[config.mk]
export PLATFORM = sky130hd
export DESIGN_NAME = fir_mac_pipe
export DESIGN_NICKNAME = d
export VERILOG_FILES = /design/src/rtl/fir_pkg.sv /design/src/rtl/fir_mac_mult.sv /design/src/rtl/fir_mac_pipe.sv
export SDC_FILE = /design/constraint.sdc
export NUM_CORES = 1
export LEC_CHECK = 0
export ABC_AREA = 1
export BUFFER_PORTS_ARGS = -buffer_cell sky130_fd_sc_hd__buf_4
export CAP_MARGIN = 0
export CELL_PAD_IN_SITES_DETAIL_PLACEMENT = 1
export CELL_PAD_IN_SITES_GLOBAL_PLACEMENT = 1
export CORE_MARGIN = 2
export CORE_UTILIZATION = 35
export CTS_CLUSTER_DIAMETER = 50
export CTS_CLUSTER_SIZE = 25
export DETAILED_ROUTE_END_ITERATION = 8
export PLACE_DENSITY_LB_ADDON = 0.08
export RECOVER_POWER = 100
export SYNTH_ARGS = -nofsm -noshare
export SYNTH_HDL_FRONTEND = slang
export SYNTH_SLANG_ARGS = --single-unit
[constraint.sdc]
create_clock -name clk -period 14.2 [get_ports clk]
set_clock_uncertainty 0.2 [all_clocks]
set_input_delay 3.55 -clock clk [delete_from_list [all_inputs] [get_ports clk]]
set_output_delay 3.55 -clock clk [all_outputs]
set_load 0.02 [all_outputs]
[src/rtl/fir_pkg.sv]
// Package: fir_pkg
// Shared widths and result formatting for the FIR MAC datapath and the output
// formatter.
//   sat_fmt(acc, out_w, is_signed, sat) -> {clip, value}
//     acc       : accumulator already sign/zero-extended to FMT_W bits
//     out_w     : result width (1..FMT_W-1)
//     is_signed : two's-complement interpretation
//     sat       : 1 clamps to the out_w range, 0 keeps the low out_w bits
//     value     : formatted result (callers use its low out_w bits)
//     clip      : set when formatting changed the value
package fir_pkg;

    localparam int unsigned DEF_DATA_W = 16;
    localparam int unsigned DEF_COEF_W = 16;
    localparam int unsigned DEF_ACC_W  = 39;
    localparam int unsigned DEF_OUT_W  = 32;

    localparam int unsigned FMT_W = 64;

    typedef logic [FMT_W-1:0] fmt_word_t;

    typedef struct packed {
        logic      clip;
        fmt_word_t value;
    } fmt_res_t;

    function automatic fmt_res_t sat_fmt(input fmt_word_t   acc,
                                         input int unsigned out_w,
                                         input logic        is_signed,
                                         input logic        sat);
        fmt_res_t  r;
        fmt_word_t mask;
        fmt_word_t hi;
        fmt_word_t lo;
        fmt_word_t sbit;
        fmt_word_t trunc;

        mask = (fmt_word_t'(1) << out_w) - fmt_word_t'(1);
        if (is_signed) begin
            hi = mask >> 1;   // 2^(out_w-1)-1
            lo = ~hi;         // -2^(out_w-1)
        end else begin
            hi = mask;
            lo = '0;
        end

        // Low out_w bits, re-extended so they can be compared with acc.
        sbit  = acc & (fmt_word_t'(1) << (out_w - 1));
        trunc = acc & mask;
        if (is_signed && (sbit != '0)) begin
            trunc = trunc | ~mask;
        end

        r.value = acc;
        r.clip  = 1'b0;
        if (sat) begin
            if (is_signed) begin
                if ($signed(acc) > $signed(hi)) begin
                    r.value = hi;
                    r.clip  = 1'b1;
                end else if ($signed(acc) < $signed(lo)) begin
                    r.value = lo;
                    r.clip  = 1'b1;
                end
            end else if (acc > hi) begin
                r.value = hi;
                r.clip  = 1'b1;
            end
        end else begin
            r.value = trunc;
            r.clip  = (trunc != acc);
        end
        return r;
    endfunction

endpackage

[src/rtl/fir_mac_mult.sv]
// Module: fir_mac_mult
// Two-stage operand/product pipe of the MAC engine.
//   S1 registers the operands and frame tags, S2 registers the full-width
//   product. Both stages advance only when en is high.
// Ports:
//   clk, rstn            clock, async active-low reset
//   en                   pipe advance enable (low while the output stalls)
//   in_valid/x/c         operand pair (in_valid already qualified by the caller)
//   in_first/in_last     frame tags
//   prod_valid/prod      S2 product, DATA_W+COEF_W bits
//   prod_first/prod_last S2 frame tags
module fir_mac_mult
    import fir_pkg::*;
#(
    parameter int unsigned DATA_W = DEF_DATA_W,
    parameter int unsigned COEF_W = DEF_COEF_W,
    parameter int unsigned SIGNED = 1
) (
    input  logic                     clk,
    input  logic                     rstn,
    input  logic                     en,
    input  logic                     in_valid,
    input  logic [DATA_W-1:0]        in_x,
    input  logic [COEF_W-1:0]        in_c,
    input  logic                     in_first,
    input  logic                     in_last,
    output logic                     prod_valid,
    output logic [DATA_W+COEF_W-1:0] prod,
    output logic                     prod_first,
    output logic                     prod_last
);

    localparam int unsigned PROD_W = DATA_W + COEF_W;
    localparam logic        SGN    = (SIGNED != 0);

    logic [DATA_W-1:0] x_q;
    logic [COEF_W-1:0] c_q;
    logic              v1_q, f1_q, l1_q;
    logic [PROD_W-1:0] x_ext, c_ext, prod_d;
    logic [PROD_W-1:0] prod_q;
    logic              v2_q, f2_q, l2_q;

    // Extending both operands to PROD_W makes the low PROD_W bits of a plain
    // multiply correct for either signedness.
    always_comb begin
        x_ext  = {{COEF_W{SGN & x_q[DATA_W-1]}}, x_q};
        c_ext  = {{DATA_W{SGN & c_q[COEF_W-1]}}, c_q};
        prod_d = x_ext * c_ext;
    end

    always_ff @(posedge clk or negedge rstn) begin
        if (!rstn) begin
            x_q    <= '0;
            c_q    <= '0;
            v1_q   <= 1'b0;
            f1_q   <= 1'b0;
            l1_q   <= 1'b0;
            prod_q <= '0;
            v2_q   <= 1'b0;
            f2_q   <= 1'b0;
            l2_q   <= 1'b0;
        end else if (en) begin
            x_q    <= in_x;
            c_q    <= in_c;
            v1_q   <= in_valid;
            f1_q   <= in_first;
            l1_q   <= in_last;
            prod_q <= prod_d;
            v2_q   <= v1_q;
            f2_q   <= f1_q;
            l2_q   <= l1_q;
        end
    end

    assign prod_valid = v2_q;
    assign prod       = prod_q;
    assign prod_first = f2_q;
    assign prod_last  = l2_q;

endmodule

[src/rtl/fir_mac_pipe.sv]
// Module: fir_mac_pipe
// Pipelined multiply-accumulate engine: consumes (sample, coefficient) pairs
// framed by first/last tags and emits one formatted dot product per frame.
// Ports:
//   clk, rstn                 clock, async active-low reset
//   in_valid/in_ready         input pair handshake
//   in_x, in_c                sample and coefficient
//   in_first, in_last         frame start (clears acc) / frame end (emits result)
//   out_valid/out_ready       result handshake; out_* held while stalled
//   out_result, out_ovf       formatted dot product and overflow/clip flag
// Pipe: S1/S2 in fir_mac_mult, S3 accumulate, then a result register that
// formats the frame total, then the output register (last pair -> out at T+3).
module fir_mac_pipe
    import fir_pkg::*;
#(
    parameter int unsigned DATA_W   = DEF_DATA_W,
    parameter int unsigned COEF_W   = DEF_COEF_W,
    parameter int unsigned ACC_W    = DEF_ACC_W,
    parameter int unsigned OUT_W    = DEF_OUT_W,
    parameter int unsigned SIGNED   = 1,
    parameter int unsigned SATURATE = 1
) (
    input  logic              clk,
    input  logic              rstn,
    input  logic              in_valid,
    output logic              in_ready,
    input  logic [DATA_W-1:0] in_x,
    input  logic [COEF_W-1:0] in_c,
    input  logic              in_first,
    input  logic              in_last,
    output logic              out_valid,
    input  logic              out_ready,
    output logic [OUT_W-1:0]  out_result,
    output logic              out_ovf
);

    localparam int unsigned PROD_W = DATA_W + COEF_W;
    localparam logic        SGN    = (SIGNED != 0);
    localparam logic        SAT    = (SATURATE != 0);

    logic              stall;
    logic              s2_valid, s2_first, s2_last;
    logic [PROD_W-1:0] s2_prod;

    logic [ACC_W-1:0]  acc_q;
    logic              sticky_q;
    logic              res_valid_q;
    logic [ACC_W-1:0]  res_acc_q;
    logic              res_ovf_q;
    logic              out_valid_q;
    logic [OUT_W-1:0]  out_result_q;
    logic              out_ovf_q;

    logic [ACC_W-1:0]  prod_ext;
    logic [ACC_W:0]    sum;
    logic              add_ovf;
    logic [ACC_W-1:0]  acc_n;
    logic              frame_ovf;
    fmt_word_t         fmt_in;
    fmt_res_t          fmt;
    logic              unused_fmt_hi;

    // Everything holds while a result waits downstream, so nothing is lost.
    assign stall    = out_valid_q & ~out_ready;
    assign in_ready = ~stall;

    fir_mac_mult #(
        .DATA_W (DATA_W),
        .COEF_W (COEF_W),
        .SIGNED (SIGNED)
    ) u_mult (
        .clk        (clk),
        .rstn       (rstn),
        .en         (~stall),
        .in_valid   (in_valid),
        .in_x       (in_x),
        .in_c       (in_c),
        .in_first   (in_first),
        .in_last    (in_last),
        .prod_valid (s2_valid),
        .prod       (s2_prod),
        .prod_first (s2_first),
        .prod_last  (s2_last)
    );

    // S3 accumulate
    always_comb begin
        prod_ext = ACC_W'(s2_prod);
        if (SGN && s2_prod[PROD_W-1]) begin
            prod_ext = prod_ext | ~(ACC_W'({PROD_W{1'b1}}));
        end
        sum = {1'b0, acc_q} + {1'b0, prod_ext};
        if (SGN) begin
            add_ovf = (acc_q[ACC_W-1] == prod_ext[ACC_W-1]) &&
                      (sum[ACC_W-1] != acc_q[ACC_W-1]);
        end else begin
            add_ovf = sum[ACC_W];
        end
        if (s2_first) begin
            acc_n     = prod_ext;
            frame_ovf = 1'b0;   // a single product always fits ACC_W
        end else begin
            acc_n     = sum[ACC_W-1:0];
            frame_ovf = sticky_q | add_ovf;
        end
    end

    // Format the registered frame total
    always_comb begin
        fmt_in = fmt_word_t'(res_acc_q);
        if (SGN && res_acc_q[ACC_W-1]) begin
            fmt_in = fmt_in | ~(fmt_word_t'({ACC_W{1'b1}}));
        end
        fmt = sat_fmt(fmt_in, OUT_W, SGN, SAT);
    end

    assign unused_fmt_hi = ^fmt.value[FMT_W-1:OUT_W];

    always_ff @(posedge clk or negedge rstn) begin
        if (!rstn) begin
            acc_q        <= '0;
            sticky_q     <= 1'b0;
            res_valid_q  <= 1'b0;
            res_acc_q    <= '0;
            res_ovf_q    <= 1'b0;
            out_valid_q  <= 1'b0;
            out_result_q <= '0;
            out_ovf_q    <= 1'b0;
        end else if (!stall) begin
            if (s2_valid) begin
                // Clearing on last lets a frame without a first tag start at 0.
                if (s2_last) begin
                    acc_q    <= '0;
                    sticky_q <= 1'b0;
                end else begin
                    acc_q    <= acc_n;
                    sticky_q <= frame_ovf;
                end
            end
            res_valid_q <= s2_valid & s2_last;
            if (s2_valid && s2_last) begin
                res_acc_q <= acc_n;
                res_ovf_q <= frame_ovf;
            end
            // Not stalled: the output register is empty or draining this edge.
            out_valid_q <= res_valid_q;
            if (res_valid_q) begin
                out_result_q <= fmt.value[OUT_W-1:0];
                out_ovf_q    <= res_ovf_q | fmt.clip;
            end
        end
    end

    assign out_valid  = out_valid_q;
    assign out_result = out_result_q;
    assign out_ovf    = out_ovf_q;

endmodule

### Word-level counts from Yosys, hierarchy flattened

Cells that the tools add are included.

* bits in registers: 185
* bits of input ports: 38
* output and inout port bits: 35

* $add $sub $neg: 1
* multipliers: 1
* $lt $le $gt $ge: 2
* eq/ne operators: 2
* muxes and demuxes: 8
* bitwise gates (word level): 6
* reduce and logical (&&, ||, !) cells: 5

Operators with widths (number)
* $mux W65: 2
* $mux W39: 3
* $gt A64 B32 Y1 const B: 1
* $lt A64 B32 Y1 const B: 1
* $mux W64: 1
* $add A39 B39 Y39: 1
* $mul A16 B16 Y32: 1
* $reduce_and A2 Y1: 3
* $and A1 B1 Y1: 2
* $logic_and A1 B1 Y1: 2
* $mux W1: 2
* $not A1 Y1: 2
* $or A1 B1 Y1: 2
* $eq A1 B1 Y1: 1
* $ne A1 B1 Y1: 1

### Logic depth before layout (Yosys ltp)

Gate-level depths: netlist of run 1.

* depth after elaboration: 7
* mapped depth: 28
* gate-level depth less buffers: 26

### Hierarchy

From an unflattened synthesis of run 1, not the netlist that was laid out.

* cells, all modules: 2934
* area, all modules: 21254.1 µm²

Modules (own cells, without submodules)
* fir_mac_mult: times used 1, cells an instance 1810, area an instance 13579.3 µm², seq. area each 1751.7 µm²
* fir_mac_pipe: times used 1, cells an instance 1124, area an instance 7674.9 µm², seq. area each 2877.8 µm²

### Least setup slack after synthesis of run 1

Ideal clock, no wire load.

* path type: input port to output port
* from: in out_ready
* to: out in_ready
* data arrival time: 4.347 ns
* data required time: 10.450 ns
* slack: 6.103 ns
* stages: 4
* buffers on the path: 2
* path through: nor2_2 -> clkinv_1 -> clkbuf_1 -> clkbuf_1

* cells in the longest elaborated chain, start to end: 3

RTL lines
* from (decl): line fir_mac_pipe.sv:32 `input logic out_ready,`
* $not A1 Y1: line fir_mac_pipe.sv:64 `assign stall = out_valid_q & ~out_ready;`
* $and A1 B1 Y1: line fir_mac_pipe.sv:64
* $not A1 Y1 (no line)
* to (decl): line fir_mac_pipe.sv:26 `output logic in_ready,`

No other way between the ends.

### Worst setup path after layout of run 1

Ends and elaborated chain as after synthesis.

==> results.md, run 1 <==
- CP Capture Type: output port
- Pin count of the biggest net entering global routing: slightly below 70
- Fin. max-slew vios: around 510
- R2R cell count: 18
- WHS Endpoint: res_acc_q[11]$_DFFE_PN0P_
- Gpl congestion: 0.917
- Internal reg-to-reg setup slack: between 7000 and 8000 ps
- Clk pin slew, worst setup/hold paths: about 70 ps
- Slowest stage cell on the critical path: clkbuf_1
- Reg2reg start: u_mult.c_q[4]$_DFFE_PN0N_
- Setup_tns: 0 ps
- Synthesized cell area: between 20000 and 25000 um2
- Met3 wire len: between 900 and 1000 um
- Met2 wire length: roughly 36000 um
- Vias post-DR: approximately 18000
- Fin crit period: between 10000 and 15000 ps
- Drt pass-1 iters: 4
- Sink Count: between 150 and 200
- Largest stage delay, worst path: approximately 2000 ps
- IO Port Bufs: between 70 and 80
- TritonCTS Buffers: 17
- Std-Cell Rows: 90
- Core area: ~60000 um2
- Period utilisation layout: 0.715
- # fillers: between 7000 and 8000
- CTS Root Cell: clkbuf_16
- Die height: 251 um
- Postcts setup bufs: 0
- All-Layer GR Usage: 0.226
- Critical path class: in -> out
- RSZ-0062 raised after global routing: no
- Sequential area share after synthesis: 0.217
- CP most frequent cell: clkbuf_1
- Post-DR wirelength/cell: 18.3 um
- Yosys reg bits: approximately 190
- Top-Level Pins: 73
- Uppermost routed layer: met4
- Hold_sp: res_acc_q[11]$_DFFE_PN0P_
- H-tree depth: 4
- Final Hold Violating Endpoints: 0
- Syn Nets: between 3000 and 4000
- Cells along the critical path: clkbuf_4 > nor2_1 > clkbuf_1 > inv_1 > clkbuf_1
- Area leader, netlist: fa_1
- Drt via density: roughly 4.8
- Area growth, synth to finish: 7.68%
- Initial core utilization: 0.354
- Distinct cells, synth: 45
- Vias in the first global route: 20000
- Mean Syn Cell Area: about 7.2 um2
- Worst Setup Start Kind: primary input
- HPWL after DPL: 56300 um
- Chip Width: 251 um
- Routed WL: a little under 70000 um
- Fmax: roughly 98 MHz
- Setup crit start: out_ready
- Failing checks: max-capacitance violations, max-slew violations
- Die ar.: about 63000 um2
- Worst-Skew Late Latency: approximately 490 ps
- Share of the synthesized area in the top cell type: 0.246
- CTS tree: yes
- Critical path required time: about 10000 ps
- Top cells by area, synth: fa_1, dfrtp_1, nand2_1
- Arr. time, crit path: about 6400 ps
- Mapped Cells: ~2900
- Worst slew margin: -1.48
- Tightest Pin Transition: 3720 ps
- Status: finished with violations
- Wire length on met1: roughly 30000 um
- First-pass GRT wire length: 111000 um
- Peak fanout along the critical path: between 50 and 60
- Hold depth: 2
- Grt ovf: 0
- Fraction of layout cells with a size suffix above 1: 0.0534
- Nets: approximately 3400
- Iter 0 DRT Violations: 765
- DRC Markers: 0
- Max Root-Sink Buffers: 2
- Hold Buf Count CTS: 0
- Crit path buf inv count: 4
- Synth Warn #: 0
- Min-delay worst type: reg -> reg
- Antenna diodes: 0
- Cts repair resizes: 0
- Reg2reg end: u_mult.prod[23]$_DFFE_PN0N_
- Antenna viol nets, final: 0
- Max-cap viol count: 10
- Final Util: 0.381
- Finish-stage setup viols: 0
- CP top delay family: buffers and inverters
- Initial antenna violation count: 0
worst max path at each step:
stage                     depth (start not counted)  slack, ps        to
final                                             5       4040  in_ready
after global routing                              5       3660  in_ready
after CTS                                         5       5740  in_ready
after detailed placement                          5       5750  in_ready
after global placement                            5       5810  in_ready
after floorplan                                   4       6100  in_ready
registers in the layout, summed over array words and instances (netlist names):
signal,flops
res_ovf_q,1
out_valid,1
u_mult.prod,32
res_valid_q,1
u_mult.c_q,16
u_mult.l1_q,1
out_ovf,1
u_mult.v1_q,1
u_mult.prod_valid,1
u_mult.f1_q,1
res_acc_q,39
u_mult.prod_last,1
acc_q,39
u_mult.prod_first,1
sticky_q,1
out_result,32
u_mult.x_q,16
cells in the final DEF, fill, tap and decap left out, types with 9 or more instances in the layout:
| cell type | n |
|---|---|
| buf_4 | 45 |
| fa_1 | 263 |
| nand3_2 | 14 |
| nand2_1 | 973 |
| o21ai_1 | 11 |
| dfrtp_1 | 185 |
| clkbuf_16 | 17 |
| or2_1 | 9 |
| a21oi_1 | 46 |
| o21ai_0 | 108 |
| nor2_2 | 17 |
| inv_1 | 669 |
| nand3_1 | 153 |
| ha_1 | 120 |
| nand4_1 | 24 |
| clkbuf_1 | 47 |
| nand2_2 | 21 |
| nor2_1 | 131 |
| or2_2 | 9 |
area by class of cell:
cell class	instances	area, um2	share of cell area
Multi-Input combinational cell	1975	13800	0.598
Sequential cell	185	4630	0.201
Inverter	677	2540	0.110
Tap cell	782	978	0.0425
Timing Repair Buffer	90	510	0.0222
Clock buffer	20	437	0.0190
Clock inverter	12	158	0.00685
tightest hold or removal path, cell delays in order, from the launching register on:
cell,delay (ps)
dfrtp_1,340
nand2_1,50
o21ai_0,50
synth_stat cells, drive strengths merged:
cell type	count
a21oi	53
nor3b	1
a22o	3
o21bai	8
or2	18
clkinv	3
xor2	7
nor3	9
a211o	1
a211oi	1
nor2	151
o211ai	1
nand2	994
a21o	3
dfrtp	185
nand4	24
o31ai	2
xnor2	7
inv	674
and3	1
a41oi	2
mux2i	2
buf	19
nand3	167
clkbuf	92
nand3b	1
a31oi	7
a21boi	1
o21a	3
o21ai	123
ha	120
fa	263
o22ai	1
and2	1
layer usage:
| metal | global-route usage | up-vias |
|---|---|---|
| li1 | - | 8704 |
| met1 | 0.277 | 8947 |
| met2 | 0.425 | 153 |
| met3 | 0.0209 | 68 |
| met4 | 0.0597 | 0 |
| met5 | 0 | - |
through the flow:
step / std cells / instance area (um2) / setup WS, ps / hold WS [ps]
after floorplan: 2948 / 21400 / 6100 / 232
after global placement: 3709 / 22600 / 5810 / 261
after detailed placement: 3709 / 22600 / 5750 / 260
after CTS: 3741 / 23200 / 5740 / 283
after global routing: 3741 / 23000 / 3660 / 313
final: 3741 / 23000 / 4040 / 279
logic make-up after synthesis:
kind of cell	synth area share
compound gates	0.0552
xor+xnor	0.00574
fa+ha+maj	0.317
buf+inv	0.139
flops	0.217
mux	0.000937
simple gates	0.265
Power of run 1 is not shown: default switching activity piles up to over one toggle a cycle in this logic, so the estimate is an artifact.
==> run 2: changes to the inputs <==
==> constraint.sdc (replaced) <==
create_clock -name clk -period 9.05 [get_ports clk]
set_clock_uncertainty 0.2 [all_clocks]
set_input_delay 2.2625 -clock clk [delete_from_list [all_inputs] [get_ports clk]]
set_output_delay 2.2625 -clock clk [all_outputs]
set_load 0.02 [all_outputs]
==> run 2 against run 1 <==
Against the previous run:
- the run still ends with max-capacitance violations, max-slew violations left
- sequential share of layout area barely moved
- via count grew 0.53%
- setup slack got worse by 2100 ps
- highest routed layer unchanged
- routed wire length rose by 5.0%
==> results.md, run 2 (same netlist as run 1, synthesis figures left out) <==
- Critical path class: reg -> reg (was in -> out)
- Sink Count: 185 (unchanged)
- Post-DR wirelength/cell: 19.2 um (was 18.3 um)
- Postcts setup bufs: 0 (unchanged)
- Period utilisation layout: 0.784
- CP most frequent cell: fa_1 (was clkbuf_1)
- Nets: 3364 (was 3367)
- Top-Level Pins: 73 (unchanged)
- Vias in the first global route: 20200 (was 20000)
- Peak fanout along the critical path: 17 (was 59)
- Fmax: 141 MHz
- CTS Root Cell: clkbuf_16 (unchanged)
- Initial core utilization: 0.354 (unchanged)
- IO Port Bufs: 72 (unchanged)
- Max-cap viol count: 10 (unchanged)
- Fin. max-slew vios: 501 (was 509)
- WHS Endpoint: out_valid$_DFFE_PN0N_ (was res_acc_q[11]$_DFFE_PN0P_)
- Drt via density: 4.81 (was 4.78)
- H-tree depth: 4 (unchanged)
- Die ar.: 63000 um2 (unchanged)
- Routed WL: 71700 um (was 68300 um)
- All-Layer GR Usage: 0.238 (was 0.226)
- Reg2reg start: u_mult.c_q[1]$_DFFE_PN0N_ (was u_mult.c_q[4]$_DFFE_PN0N_)
- Largest regs: acc_q (39), res_acc_q (39) (unchanged)
- Cts repair resizes: 0 (unchanged)
- Min-delay worst type: reg -> reg (unchanged)
- R2R cell count: 18 (unchanged)
- Worst slew margin: -1.54 (was -1.48)
- Gpl congestion: 0.924 (was 0.917)
- Fin crit period: roughly 7000 ps
- Hold Buf Count CTS: 0 (unchanged)
- Internal reg-to-reg setup slack: 1960 ps (was 7110 ps)
- Dpl cells: 3706 (was 3709)
- Finish-stage setup viols: 0 (unchanged)
- Hold depth: 2 (unchanged)
- Reg2reg end: u_mult.prod[24]$_DFFE_PN0N_ (was u_mult.prod[23]$_DFFE_PN0N_)
- Core area: 60400 um2 (unchanged)
- Failing checks: max-capacitance violations, max-slew violations (unchanged)
- Dpl ws: 2040 ps (was 5750 ps)
- Largest stage delay, worst path: 930 ps (was 2000 ps)
- Final Hold Violating Endpoints: 0 (unchanged)
- Drt pass-1 iters: 5 (was 4)
- Initial antenna violation count: 0 (unchanged)
- Pin count of the biggest net entering global routing: 67 (was 69)
- HPWL after DPL: 59100 um (was 56300 um)
- Fraction of layout cells with a size suffix above 1: 0.0518 (was 0.0534)
- Cells along the critical path: nand2_1 > inv_1 > fa_1 > fa_1 > fa_1 > fa_1 > fa_1 > inv_1 > fa_1 > inv_1 > ha_1 > nand2_1 > nor3_1 > nand4_1 > nand3_1 > nand2_1 > nand3_1 > o21ai_0 (was clkbuf_4 > nor2_1 > clkbuf_1 > inv_1 > clkbuf_1)
- First-pass GRT wire length: 114000 um (was 111000 um)
- Die height: 251 um (unchanged)
- Slowest stage cell on the critical path: fa_1 (was clkbuf_1)
- Critical path required time: 9100 ps (was 10450 ps)
- Worst Setup Start Kind: flip-flop (was primary input)
- Clk pin slew, worst setup/hold paths: 90 ps (was 70 ps)
- Final setup margin: 1960 ps (was 4040 ps)
- Chip Width: 251 um (unchanged)
- Antenna diodes: 0 (unchanged)
- Commonest non-fill, non-tap cell in the layout: nand2_1 (unchanged)
- Hold_sp: res_valid_q$_DFFE_PN0N_ (was res_acc_q[11]$_DFFE_PN0P_)
- Final Util: 0.381 (about the same)
- RSZ-0062 raised after global routing: no (unchanged)
- CP Depth: 18 (was 5)
- Arr. time, crit path: 7140 ps (was 6410 ps)
- Max Root-Sink Buffers: 2 (unchanged)
- CP Capture Type: flip-flop (was output port)
- Setup_tns: 0 ps (unchanged)
- CP top delay family: adder cells (was buffers and inverters)
- DRC Markers: 0 (unchanged)
- Iter 0 DRT Violations: 866 (was 765)
- Tightest Pin Transition: 3810 ps (was 3720 ps)
- Most frequent cells in the layout: nand2_1, inv_1, fa_1 (unchanged)
- Vias post-DR: 18000 (was 17900)
- Antenna viol nets, final: 0 (unchanged)
- Area growth, synth to finish: 7.53% (was 7.68%)
- CTS tree: yes (unchanged)
- Crit path buf inv count: 3 (was 4)
- Std-Cell Rows: 90 (unchanged)
- TritonCTS Buffers: 17 (unchanged)
- Worst-Skew Late Latency: 510 ps (was 490 ps)
- Grt ovf: 0 (unchanged)
- Status: finished with violations (unchanged)
- Fin cells: 3738 (was 3741)
[run 2: per-layer routing]
layer  vias up  share of wire  track usage
li1       8696              -            -
met1      8935           0.44        0.291
met2       226           0.50        0.423
met3       109          0.022       0.0263
met4         0          0.042        0.103
met5         -              0            0
[run 2: final cells by class]
| cell class | count | area (um2) |
|---|---|---|
| Clock buffer | 18 | 429 |
| Clock inverter | 14 | 174 |
| Fill cell | 7620 | 37400 |
| Inverter | 677 | 2540 |
| Multi-Input combinational cell | 1975 | 13700 |
| Sequential cell | 185 | 4630 |
| Tap cell | 782 | 978 |
| Timing Repair Buffer | 87 | 498 |
[run 2: how the worst max path moves through the flow]
stage | to | startpoint | slack (ps)
6_report | u_mult.prod[24]$_DFFE_PN0N_ | u_mult.c_q[1]$_DFFE_PN0N_ | 1960
5_1_grt | out_result[22]$_DFFE_PN0P_ | out_ready | 1380
4_1_cts | u_mult.prod[30]$_DFFE_PN0N_ | u_mult.c_q[4]$_DFFE_PN0N_ | 2020
3_5_place_dp | u_mult.prod[30]$_DFFE_PN0N_ | u_mult.c_q[4]$_DFFE_PN0N_ | 2040
3_3_place_gp | u_mult.prod[30]$_DFFE_PN0N_ | u_mult.c_q[5]$_DFFE_PN0N_ | 2150
2_1_floorplan | u_mult.prod[31]$_DFFE_PN0N_ | u_mult.c_q[5]$_DFFE_PN0N_ | 2780
[run 2: worst register-to-register path: cells and delay by family (launching register included)]
family | cells | cell delay [ps]
adder cells (fa/ha/maj) | 7 | 3930
flip-flops | 1 | 790
AND/OR/NAND/NOR | 7 | 1460
buffers and inverters | 3 | 280
AO/OA/AOI/OAI | 1 | 180
[run 2: through the flow]
step	instance area, um2	hold WS, ps
final	23000	276
after floorplan	21400	232
after detailed placement	22600	263
after CTS	23200	283
after global placement	22600	255
after global routing	23000	295
Power of run 2 is left out for the same reason.
